### src/rtl/ddr2_local_arb_pkg.sv
// ddr2_local_arb_pkg: shared types and constants for the DDR2 local-interface arbiter
// Contents: arbiter FSM state enum, grant enum, largest legal local burst size.
package ddr2_local_arb_pkg;
  typedef enum logic [1:0] {IDLE, WR_BURST, RD_CMD} arb_state_t;
  typedef enum logic {GNT_WR, GNT_RD} arb_gnt_t;
  localparam int MAX_LOCAL_SIZE = 4;
endpackage

### src/rtl/ddr2_local_rd_tracker.sv
// ddr2_local_rd_tracker: outstanding read-beat counter, read credit check and registered read return
// Ports: clk/reset; i_req_size = clamped size of the pending read request (credit check);
//        i_acc/i_acc_size = read command accepted and its latched size;
//        i_rdata/i_rdata_valid = controller read return; o_credit_ok = request fits;
//        o_rd_out = beats in flight; o_rd_data/o_rd_data_valid = registered return to client.
module ddr2_local_rd_tracker
  import ddr2_local_arb_pkg::*;
#(
  parameter int DATA_W       = 64,
  parameter int SIZE_W       = 3,
  parameter int MAX_RD_BEATS = 8,
  parameter int CNT_W        = $clog2(MAX_RD_BEATS + 1)
) (
  input  logic              clk,
  input  logic              reset,
  input  logic [SIZE_W-1:0] i_req_size,
  input  logic              i_acc,
  input  logic [SIZE_W-1:0] i_acc_size,
  input  logic [DATA_W-1:0] i_rdata,
  input  logic              i_rdata_valid,
  output logic              o_credit_ok,
  output logic [CNT_W-1:0]  o_rd_out,
  output logic [DATA_W-1:0] o_rd_data,
  output logic              o_rd_data_valid
);
  localparam int SUM_W = CNT_W + SIZE_W;
  logic [CNT_W-1:0]  r_cnt;
  logic [DATA_W-1:0] r_rd_data;
  logic              r_rd_valid;
  logic [SUM_W-1:0]  w_need, w_sum, w_next;
  always_comb begin
    w_need      = SUM_W'(r_cnt) + SUM_W'(i_req_size);
    o_credit_ok = w_need <= SUM_W'(MAX_RD_BEATS);
    w_sum       = SUM_W'(r_cnt) + (i_acc ? SUM_W'(i_acc_size) : '0);
    // a return with nothing in flight is forwarded but must not wrap the counter
    w_next      = (i_rdata_valid && w_sum != '0) ? w_sum - SUM_W'(1) : w_sum;
  end
  always_ff @(posedge clk or posedge reset)
    if (reset) begin
      r_cnt      <= '0;
      r_rd_data  <= '0;
      r_rd_valid <= 1'b0;
    end else begin
      r_cnt      <= CNT_W'(w_next);
      r_rd_data  <= i_rdata_valid ? i_rdata : r_rd_data;
      r_rd_valid <= i_rdata_valid;
    end
  assign o_rd_out        = r_cnt;
  assign o_rd_data       = r_rd_data;
  assign o_rd_data_valid = r_rd_valid;
endmodule

### src/rtl/ddr2_local_arbiter.sv
// ddr2_local_arbiter: merges a write client and a read client onto the DDR2 native local interface
// Config macro: DDR2_LOCAL_ARB_RD_PRIO_EN -> reads win every tie (no round-robin state);
//               undefined -> round-robin, first tie after reset goes to write.
// Ports: clk/reset (async, active-high); local_init_done gates grants;
//        wr_req/wr_addr/wr_size/wr_data/wr_be/wr_ack = write client, one ack per beat;
//        rd_req/rd_addr/rd_size/rd_ack = read command client; rd_data/rd_data_valid = read return;
//        local_* = controller command, write data and read return; busy = not idle or reads in flight.
module ddr2_local_arbiter
  import ddr2_local_arb_pkg::*;
#(
  parameter int ADDR_W       = 25,
  parameter int DATA_W       = 64,
  parameter int BE_W         = 8,
  parameter int SIZE_W       = 3,
  parameter int MAX_RD_BEATS = 8
) (
  input  logic              clk,
  input  logic              reset,
  input  logic              local_init_done,
  input  logic              wr_req,
  input  logic [ADDR_W-1:0] wr_addr,
  input  logic [SIZE_W-1:0] wr_size,
  input  logic [DATA_W-1:0] wr_data,
  input  logic [BE_W-1:0]   wr_be,
  output logic              wr_ack,
  input  logic              rd_req,
  input  logic [ADDR_W-1:0] rd_addr,
  input  logic [SIZE_W-1:0] rd_size,
  output logic              rd_ack,
  output logic [DATA_W-1:0] rd_data,
  output logic              rd_data_valid,
  output logic [ADDR_W-1:0] local_address,
  output logic [SIZE_W-1:0] local_size,
  output logic              local_burstbegin,
  output logic              local_write_req,
  output logic              local_read_req,
  output logic [DATA_W-1:0] local_wdata,
  output logic [BE_W-1:0]   local_be,
  input  logic              local_ready,
  input  logic [DATA_W-1:0] local_rdata,
  input  logic              local_rdata_valid,
  output logic              busy
);
  localparam int CNT_W = $clog2(MAX_RD_BEATS + 1);
  arb_state_t        r_state, w_state_nx;
  logic [ADDR_W-1:0] r_addr;
  logic [SIZE_W-1:0] r_size, r_beat, w_wr_size, w_rd_size;
  logic              w_rd_ok, w_gnt, w_gnt_rd, w_wr_acc, w_rd_acc, w_wr_last;
  logic [CNT_W-1:0]  w_rd_out;
`ifndef DDR2_LOCAL_ARB_RD_PRIO_EN
  arb_gnt_t          r_last;
`endif
  always_comb begin
    // size 0 means a single beat; anything above the controller maximum is clamped
    w_wr_size = wr_size == '0 ? SIZE_W'(1) : wr_size > SIZE_W'(MAX_LOCAL_SIZE) ? SIZE_W'(MAX_LOCAL_SIZE) : wr_size;
    w_rd_size = rd_size == '0 ? SIZE_W'(1) : rd_size > SIZE_W'(MAX_LOCAL_SIZE) ? SIZE_W'(MAX_LOCAL_SIZE) : rd_size;
    w_wr_acc  = r_state == WR_BURST && local_ready;
    w_rd_acc  = r_state == RD_CMD && local_ready;
    w_wr_last = w_wr_acc && r_beat == r_size - SIZE_W'(1);
    w_gnt     = r_state == IDLE && local_init_done && (wr_req || (rd_req && w_rd_ok));
`ifdef DDR2_LOCAL_ARB_RD_PRIO_EN
    w_gnt_rd  = w_gnt && rd_req && w_rd_ok;
`else
    w_gnt_rd  = w_gnt && rd_req && w_rd_ok && (!wr_req || r_last == GNT_WR);
`endif
    w_state_nx = w_gnt ? (w_gnt_rd ? RD_CMD : WR_BURST) : (w_wr_last || w_rd_acc) ? IDLE : r_state;
    local_write_req  = r_state == WR_BURST;
    local_read_req   = r_state == RD_CMD;
    // burstbegin marks only the first beat of a write, and a read until it is taken
    local_burstbegin = local_read_req || (local_write_req && r_beat == '0);
    local_wdata      = local_write_req ? wr_data : '0;
    local_be         = local_write_req ? wr_be : '0;
    wr_ack           = w_wr_acc;
    rd_ack           = w_rd_acc;
    local_address    = r_addr;
    local_size       = r_size;
    busy             = r_state != IDLE || w_rd_out != '0;
  end
  always_ff @(posedge clk or posedge reset)
    if (reset) begin
      r_state <= IDLE;
      r_addr  <= '0;
      r_size  <= '0;
      r_beat  <= '0;
    end else begin
      r_state <= w_state_nx;
      r_beat  <= w_gnt ? '0 : w_wr_acc ? r_beat + SIZE_W'(1) : r_beat;
      if (w_gnt) begin
        r_addr <= w_gnt_rd ? rd_addr : wr_addr;
        r_size <= w_gnt_rd ? w_rd_size : w_wr_size;
      end
    end
`ifndef DDR2_LOCAL_ARB_RD_PRIO_EN
  always_ff @(posedge clk or posedge reset)
    if (reset) r_last <= GNT_RD;
    else if (w_gnt) r_last <= w_gnt_rd ? GNT_RD : GNT_WR;
`endif
  ddr2_local_rd_tracker #(
    .DATA_W(DATA_W), .SIZE_W(SIZE_W), .MAX_RD_BEATS(MAX_RD_BEATS), .CNT_W(CNT_W)
  ) u_rd_trk (
    .clk(clk),
    .reset(reset),
    .i_req_size(w_rd_size),
    .i_acc(w_rd_acc),
    .i_acc_size(r_size),
    .i_rdata(local_rdata),
    .i_rdata_valid(local_rdata_valid),
    .o_credit_ok(w_rd_ok),
    .o_rd_out(w_rd_out),
    .o_rd_data(rd_data),
    .o_rd_data_valid(rd_data_valid)
  );
endmodule

### config.mk
export PLATFORM = sky130hd
export DESIGN_NAME = ddr2_local_arbiter
export DESIGN_NICKNAME = d
export VERILOG_FILES = /design/src/rtl/ddr2_local_arb_pkg.sv /design/src/rtl/ddr2_local_rd_tracker.sv /design/src/rtl/ddr2_local_arbiter.sv
export SDC_FILE = /design/constraint.sdc
export NUM_CORES = 1
export LEC_CHECK = 0
export ABC_AREA = 0
export CORE_AREA = 2 2 143 145
export CTS_CLUSTER_DIAMETER = 120
export DETAILED_ROUTE_END_ITERATION = 16
export DIE_AREA = 0 0 145 147
export PLACE_DENSITY = 0.66
export SLEW_MARGIN = 5
export SYNTH_ARGS = -nofsm -noshare
export SYNTH_HDL_FRONTEND = slang
export SYNTH_SLANG_ARGS = --single-unit
### constraint.sdc
create_clock -name clk -period 3.5 [get_ports clk]
set_clock_uncertainty 0.2 [all_clocks]
set_input_delay 0.525 -clock clk [delete_from_list [all_inputs] [get_ports clk]]
set_output_delay 0.525 -clock clk [all_outputs]
set_load 0.05 [all_outputs]
==> results of run 1 <==
## critical path, stage by stage
cell	delay, ns
clkdlybuf4s50_1	0.49
a21oi_2	0.07
ha_2	0.20
fa_2	0.64
nor4_4	0.07
a2111oi_4	0.43
buf_4	0.19
a21oi_2	0.08
o21ai_2	0.21
buf_12	0.22
mux2_2	0.35
## registers in the layout, summed over array words and instances (netlist names)
register,count
local_address,25
local_size,3
r_beat,3
r_last,1
r_state,2
u_rd_trk.o_rd_data,64
u_rd_trk.o_rd_data_valid,1
u_rd_trk.o_rd_out,4
## cell usage in the layout, fill, tap and decap left out, types with 4 or more instances in the layout
cell and instances:
mux2_2 82, clkbuf_16 10, ha_1 10, buf_4 15, a21o_1 4, mux2_4 18, dfrtp_1 102, xnor2_1 9
nand2_1 8, a21oi_1 4, and3_1 4, and2_1 82, a221o_1 8, buf_12 5, clkdlybuf4s50_1 366, mux2i_1 4
inv_1 14
## final cells by class
class                      count  area (um^2)
antenna                        3         7.51
clock buffer                   9          225
clock inverter                 7         95.1
fill                        1840        10100
inverter                      16         62.6
multi-input combinational    268         2500
sequential                   103         2580
tap                          270          338
timing repair buffer         391         3960
## per-stage QoR
stage / utilization (%) / setup slack (ns) / hold WS, ns / instances
CTS: 48.9 / 0.0168 / 0.312 / 1060
global placement: 46.9 / -0.343 / 0.288 / 1042
floorplan: - / 0.0728 / 0.301 / 409
detailed placement: 46.9 / -0.462 / 0.293 / 1042
finish: 49.2 / 0.0518 / 0.307 / 1067
global route: 49.2 / -0.00727 / 0.328 / 1067
## what timing repair did
| action | CTS | global route |
|---|---|---|
| gates cloned | 1 | 1 |
| buffers inserted | 1 | 3 |
| pin swaps | 2 | 6 |
| endpoints found under the hold margin | 0 | 0 |
| resized for setup | 5 | 7 |
| setup endpoints to repair | 18 | 28 |
## cell families after synthesis
group,Yosys count
AOI/OAI and AO/OA,33
xor gates and xnor gates,10
adders and majority gates,13
buffers and inverters,38
DFF,103
muxes,104
and+or+nand+nor,108
## power by group through the flow
stage | clock (mW) | sequential (mW) | combinational (mW)
global placement | 0 | 1.73 | 4.51
finish | 1.06 | 1.70 | 4.59
floorplan | 0 | 2.49 | 2.14
detailed placement | 0 | 1.72 | 4.53
CTS | 1.11 | 1.71 | 4.60
global route | 1.15 | 1.75 | 4.81
## metal layers
layer / wire length [um] / track usage, % / part of all wire [%]
met5: 0 / 0 / 0
met4: 483 / 7.18 / 2.5
met3: 1490 / 5.65 / 7.8
met2: 10600 / 34.5 / 56
met1: 6490 / 17.2 / 34
## final timing paths
check,slack [ns],depth (start not counted),endpoint
setup / recovery,0.05,11,local_address[14]$_DFFE_PP0P_
hold / removal,0.31,1,u_rd_trk.o_rd_data[46]$_DFFE_PP0P_
setup reg to reg,0.36,9,local_address[14]$_DFFE_PP0P_
hold reg to reg,0.31,1,u_rd_trk.o_rd_data[46]$_DFFE_PP0P_
max in group asynchronous,2.01,3,u_rd_trk.o_rd_data[33]$_DFFE_PP0P_
min in group asynchronous,0.38,2,u_rd_trk.o_rd_data[2]$_DFFE_PP0P_
==> impl_metrics.env, run 1 <==
export IMPL_synth_ff_type="dfrtp_1"
export IMPL_crit_required_ns=3.54
export IMPL_cts_sink_count=103
export IMPL_timing_final_crit_share_pct=98.5
export IMPL_grt_max_degree=74
export IMPL_place_gp_congestion=0.826
export IMPL_synthDistinctLibCells=46
export IMPL_cts_buffer_depth=2
export IMPL_period_minus_slack_ns=3.45
export IMPL_grt_pass1_vias=4792
export IMPL_setup_viol=0
export IMPL_max_cap_violations=0
export IMPL_drt_initial_drc_count=112
export IMPL_clk_latency_ns=0.35
export IMPL_htreeDepth=3
export IMPL_initial_core_util_pct=26.2
export IMPL_yosysWarnings=0
export IMPL_critPathCaptureType="flip-flop"
export IMPL_crit_start="rd_size[1]"
export IMPL_die_x_um=145
export IMPL_outcome="complete, no violations"
export IMPL_cts_root_buf="clkbuf_16"
export IMPL_crit_type="in2reg"
export IMPL_cp_max_fo=28
export IMPL_vias_per_cell=4.31
export IMPL_core_area_um2=19800
export IMPL_synthXorXnorAreaFrac_pct=1.69
export IMPL_numCtsBuffers=9
export IMPL_combPwrFrac_pct=62.4
export IMPL_yosys_area_share_simple_pct=13.0
export IMPL_async_flop_share_pct=100
export IMPL_ant_nets=0
export IMPL_vias=4604
export IMPL_synth_cells=409
export IMPL_drt_first_pass_iters=4
export IMPL_slew_viol_final=0
export IMPL_hold_class="reg2reg"
export IMPL_drc=0
export IMPL_synth_top_family_by_area="multiplexers"
export IMPL_p_total_mw=7.36
export IMPL_grt_pass1_wl_um=28700
export IMPL_synth_seq_area_share_pct=49.6
export IMPL_synth_edff_count=0
export IMPL_drive_gt1_share_pct=19.6
export IMPL_muxShareOfSynthArea_pct=23.7
export IMPL_p_seq_share_pct=23.1
export IMPL_avgRoutedWirePerCell_um=17.9
export IMPL_cts_tree="yes"
export IMPL_synth_most_common_cell="dfrtp_1"
export IMPL_synth_area_per_cell_um2=12.7
export IMPL_antenna_found_initial=4
export IMPL_synth_compound_area_share_pct=5.35
export IMPL_cellPowerDensity_nw_per_um2=754
export IMPL_p_leak_nw=4.02
export IMPL_worstHoldStart="u_rd_trk.o_rd_data[46]$_DFFE_PP0P_"
export IMPL_tightest_slew_ns=0.784
export IMPL_intPower_mw=3.79
export IMPL_rows=52
export IMPL_clkPwrFrac_pct=14.5
export IMPL_portBuffers=369
export IMPL_hold_viol=0
export IMPL_gr_total_overflow=0
export IMPL_synth_top_area_share_pct=49.1
export IMPL_nets=1001
export IMPL_ios=370
export IMPL_synthToLayoutAreaGrowth_pct=87.9
export IMPL_die_area_um2=21300
export IMPL_ir_worst_vdd_mv=0.491
export IMPL_r2r_start="u_rd_trk.o_rd_out[0]$_DFF_PP0_"
export IMPL_fmax_mhz=290
export IMPL_track_usage_pct=17.7
export IMPL_final_area_um2=9760
export IMPL_synth_cell_area_um2=5190
export IMPL_cts_hold_buf=0
export IMPL_ys_ff_latch=103
export IMPL_ys_top_cells_by_count="dfrtp_1, and2_1, mux2_2"
export IMPL_switchingPower_mw=3.56
export IMPL_start_kind="input port"
export IMPL_clkTransAtPathRegs_ns=0.07
export IMPL_synthTopCellsByArea="dfrtp_1, mux2_2, and2_1"
export IMPL_syn_nets=621
export IMPL_yosys_area_share_adder_pct=3.42
export IMPL_slew_headroom_pct=47.7
export IMPL_yosysTopAreaCell="dfrtp_1"
export IMPL_netSwitchingFraction_pct=48.4
export IMPL_hpwl_um=15400
export IMPL_placedInstanceArea_um2=9310
export IMPL_die_h_um=147
export IMPL_worstPathArrival_ns=3.49
export IMPL_setup_tns_ns=0
export IMPL_wl_um=19100
No activity file was read; power rests on OpenSTA's default activity.
==> inputs of run 2 (changes only) <==
Settings changed: CTS_CLUSTER_SIZE from default to 14.
==> results of run 2 <==
Same layout as run 1: the final DEF is identical, and so are final timing and power.
==> inputs of run 3 (changes only) <==
Settings changed: CORE_AREA 2 2 143 145 to 3 3 144 146, DIE_AREA 0 0 145 147 to 0 0 147 149, HOLD_SLACK_MARGIN from default to 0.03.
==> impl_metrics.env, run 3 (synthesized netlist as in run 1, its figures left out) <==
export IMPL_drt_first_pass_iters=4
export IMPL_cts_buffer_depth=2
export IMPL_wl_um=18400
export IMPL_place_gp_congestion=0.727
export IMPL_hpwl_um=14400
export IMPL_path_delay_family="buffers and inverters"
export IMPL_core_area_um2=19500
export IMPL_critPathCaptureType="flip-flop"
export IMPL_crit_path_top_delay_cell="fa_2"
export IMPL_track_usage_pct=16.0
export IMPL_p_leak_nw=4.02
export IMPL_r2r_start="u_rd_trk.o_rd_out[0]$_DFF_PP0_"
export IMPL_crit_type="in2reg"
export IMPL_ios=370
export IMPL_fillers=1799
export IMPL_outcome="complete, no violations"
export IMPL_largest_reg_flops=64
export IMPL_multi_input_area_um2=2510
export IMPL_portBuffers=369
export IMPL_antenna_found_initial=1
export IMPL_grt_max_degree=77
export IMPL_die_area_um2=21900
export IMPL_crit_start="rd_size[1]"
export IMPL_grt_pass1_wl_um=27200
export IMPL_diodes=0
export IMPL_crit_chain="clkdlybuf4s50_1 > a21oi_2 > ha_2 > fa_2 > nor4bb_4 > a2111oi_4 > a211oi_4 > buf_6 > buf_16 > mux2_4 > mux2_2"
export IMPL_rows=51
export IMPL_pre_cts_ws_ns=-0.412
export IMPL_layout_commonest_cell="clkdlybuf4s50_1"
export IMPL_die_x_um=147
export IMPL_cts_tree="yes"
export IMPL_period_minus_slack_ns=3.45
export IMPL_vias_per_cell=4.33
export IMPL_cts_sink_count=103
export IMPL_setup_ws_ns=0.0531
export IMPL_fmax_mhz=290
export IMPL_die_h_um=149
export IMPL_hold_class="in2async"
export IMPL_clk_latency_ns=0.36
export IMPL_post_route_util_pct=49.8
export IMPL_setup_viol=0
export IMPL_drc=0
export IMPL_gr_total_overflow=0
export IMPL_p_total_mw=7.33
export IMPL_grt_pass1_vias=4792
export IMPL_avgRoutedWirePerCell_um=17.4
export IMPL_worstPathArrival_ns=3.50
export IMPL_placedInstanceArea_um2=9300
export IMPL_nets=1002
export IMPL_cts_root_buf="clkbuf_16"
export IMPL_drt_initial_drc_count=131
export IMPL_final_area_um2=9730
export IMPL_numCtsBuffers=9
export IMPL_start_kind="input port"
export IMPL_seq_area_um2=2580
export IMPL_crit_required_ns=3.55
export IMPL_slew_viol_final=0
export IMPL_slew_headroom_pct=53.8
export IMPL_ir_worst_vdd_mv=0.412
export IMPL_timing_final_crit_share_pct=98.5
export IMPL_ant_nets=0
export IMPL_htreeDepth=3
export IMPL_drive_gt1_share_pct=19.7
export IMPL_vias=4588
export IMPL_worst_path_buf_inv=3
export IMPL_cellPowerDensity_nw_per_um2=753
export IMPL_max_cap_violations=0
export IMPL_slowest_delay_ns=0.49
export IMPL_initial_core_util_pct=26.6
export IMPL_mostFrequentLayoutCells="clkdlybuf4s50_1, dfrtp_1, and2_1"
export IMPL_clkTransAtPathRegs_ns=0.08
export IMPL_synthToLayoutAreaGrowth_pct=87.3
export IMPL_cp_max_fo=13
export IMPL_tightest_slew_ns=0.693
export IMPL_hold_viol=0
-- run 3: cell types whose count changed in the layout (fill, tap and decap cells not counted), sizes merged --
| cell | before | now |
|---|---|---|
| diode | 3 | 0 |
| buf | 23 | 25 |
| clkbuf | 10 | 9 |
-- run 3: area by class of cell --
type,count,area share (%)
repair buffers,392,40.6
flip-flops and latches,103,26.5
multi-input cells,268,25.8
well taps,265,3.41
clock buffers,9,2.31
clock inverters,7,0.759
inverters,16,0.643
-- run 3: worst paths after layout --
kind	end	cells after the start	slack, ns
max	local_address[22]$_DFFE_PP0P_	11	0.05
min	u_rd_trk.o_rd_data[20]$_DFFE_PP0P_	2	0.30
max reg2reg	local_address[22]$_DFFE_PP0P_	9	0.37
min reg2reg	u_rd_trk.o_rd_data[48]$_DFFE_PP0P_	1	0.31
max in group asynchronous	r_last$_DFFE_PP1P_	3	2.10
min in group clk	u_rd_trk.o_rd_data[48]$_DFFE_PP0P_	1	0.31
-- run 3: worst register-to-register path: cells and delay by family (launching register included) --
kind                     cells  cell delay (ns)
AO/OA/AOI/OAI                2             0.44
adder cells (fa/ha/maj)      2             0.73
buffers and inverters        2             0.30
flip-flops                   1             0.43
multiplexers                 2             0.56
AND/OR/NAND/NOR              1             0.37
-- run 3: per-stage QoR --
step                hold WS (ns)  cells  setup TNS (ns)
floorplan                  0.301    409               0
global placement           0.289   1038           -8.35
detailed placement         0.294   1038           -9.43
CTS                        0.311   1057         -0.0723
global route               0.319   1060          -0.387
finish                     0.305   1060               0
-- run 3: per-layer routing --
layer  share of wire, %  wire (um)  track usage, %  up-vias
li1                   -          -               -     2164
met1                 35       6500            16.1     2171
met2                 52       9530            29.2      219
met3                8.8       1610            5.56       32
met4                4.1        748            8.29        2
met5              0.054         10               0        -
-- run 3: what timing repair did --
action	4_1_cts	5_1_grt
pin swaps	1	5
cloned	2	0
hold buffers	0	0
gates resized for setup	5	11
endpoints found under the hold margin	0	0
setup endpoints to repair	18	27
setup buffers	1	4
-- run 3: power breakdown --
group | total, mW | internal, mW | switching [mW]
Clock | 1.02 | 0.505 | 0.517
Sequential | 1.69 | 1.48 | 0.214
Combinational | 4.61 | 1.79 | 2.82
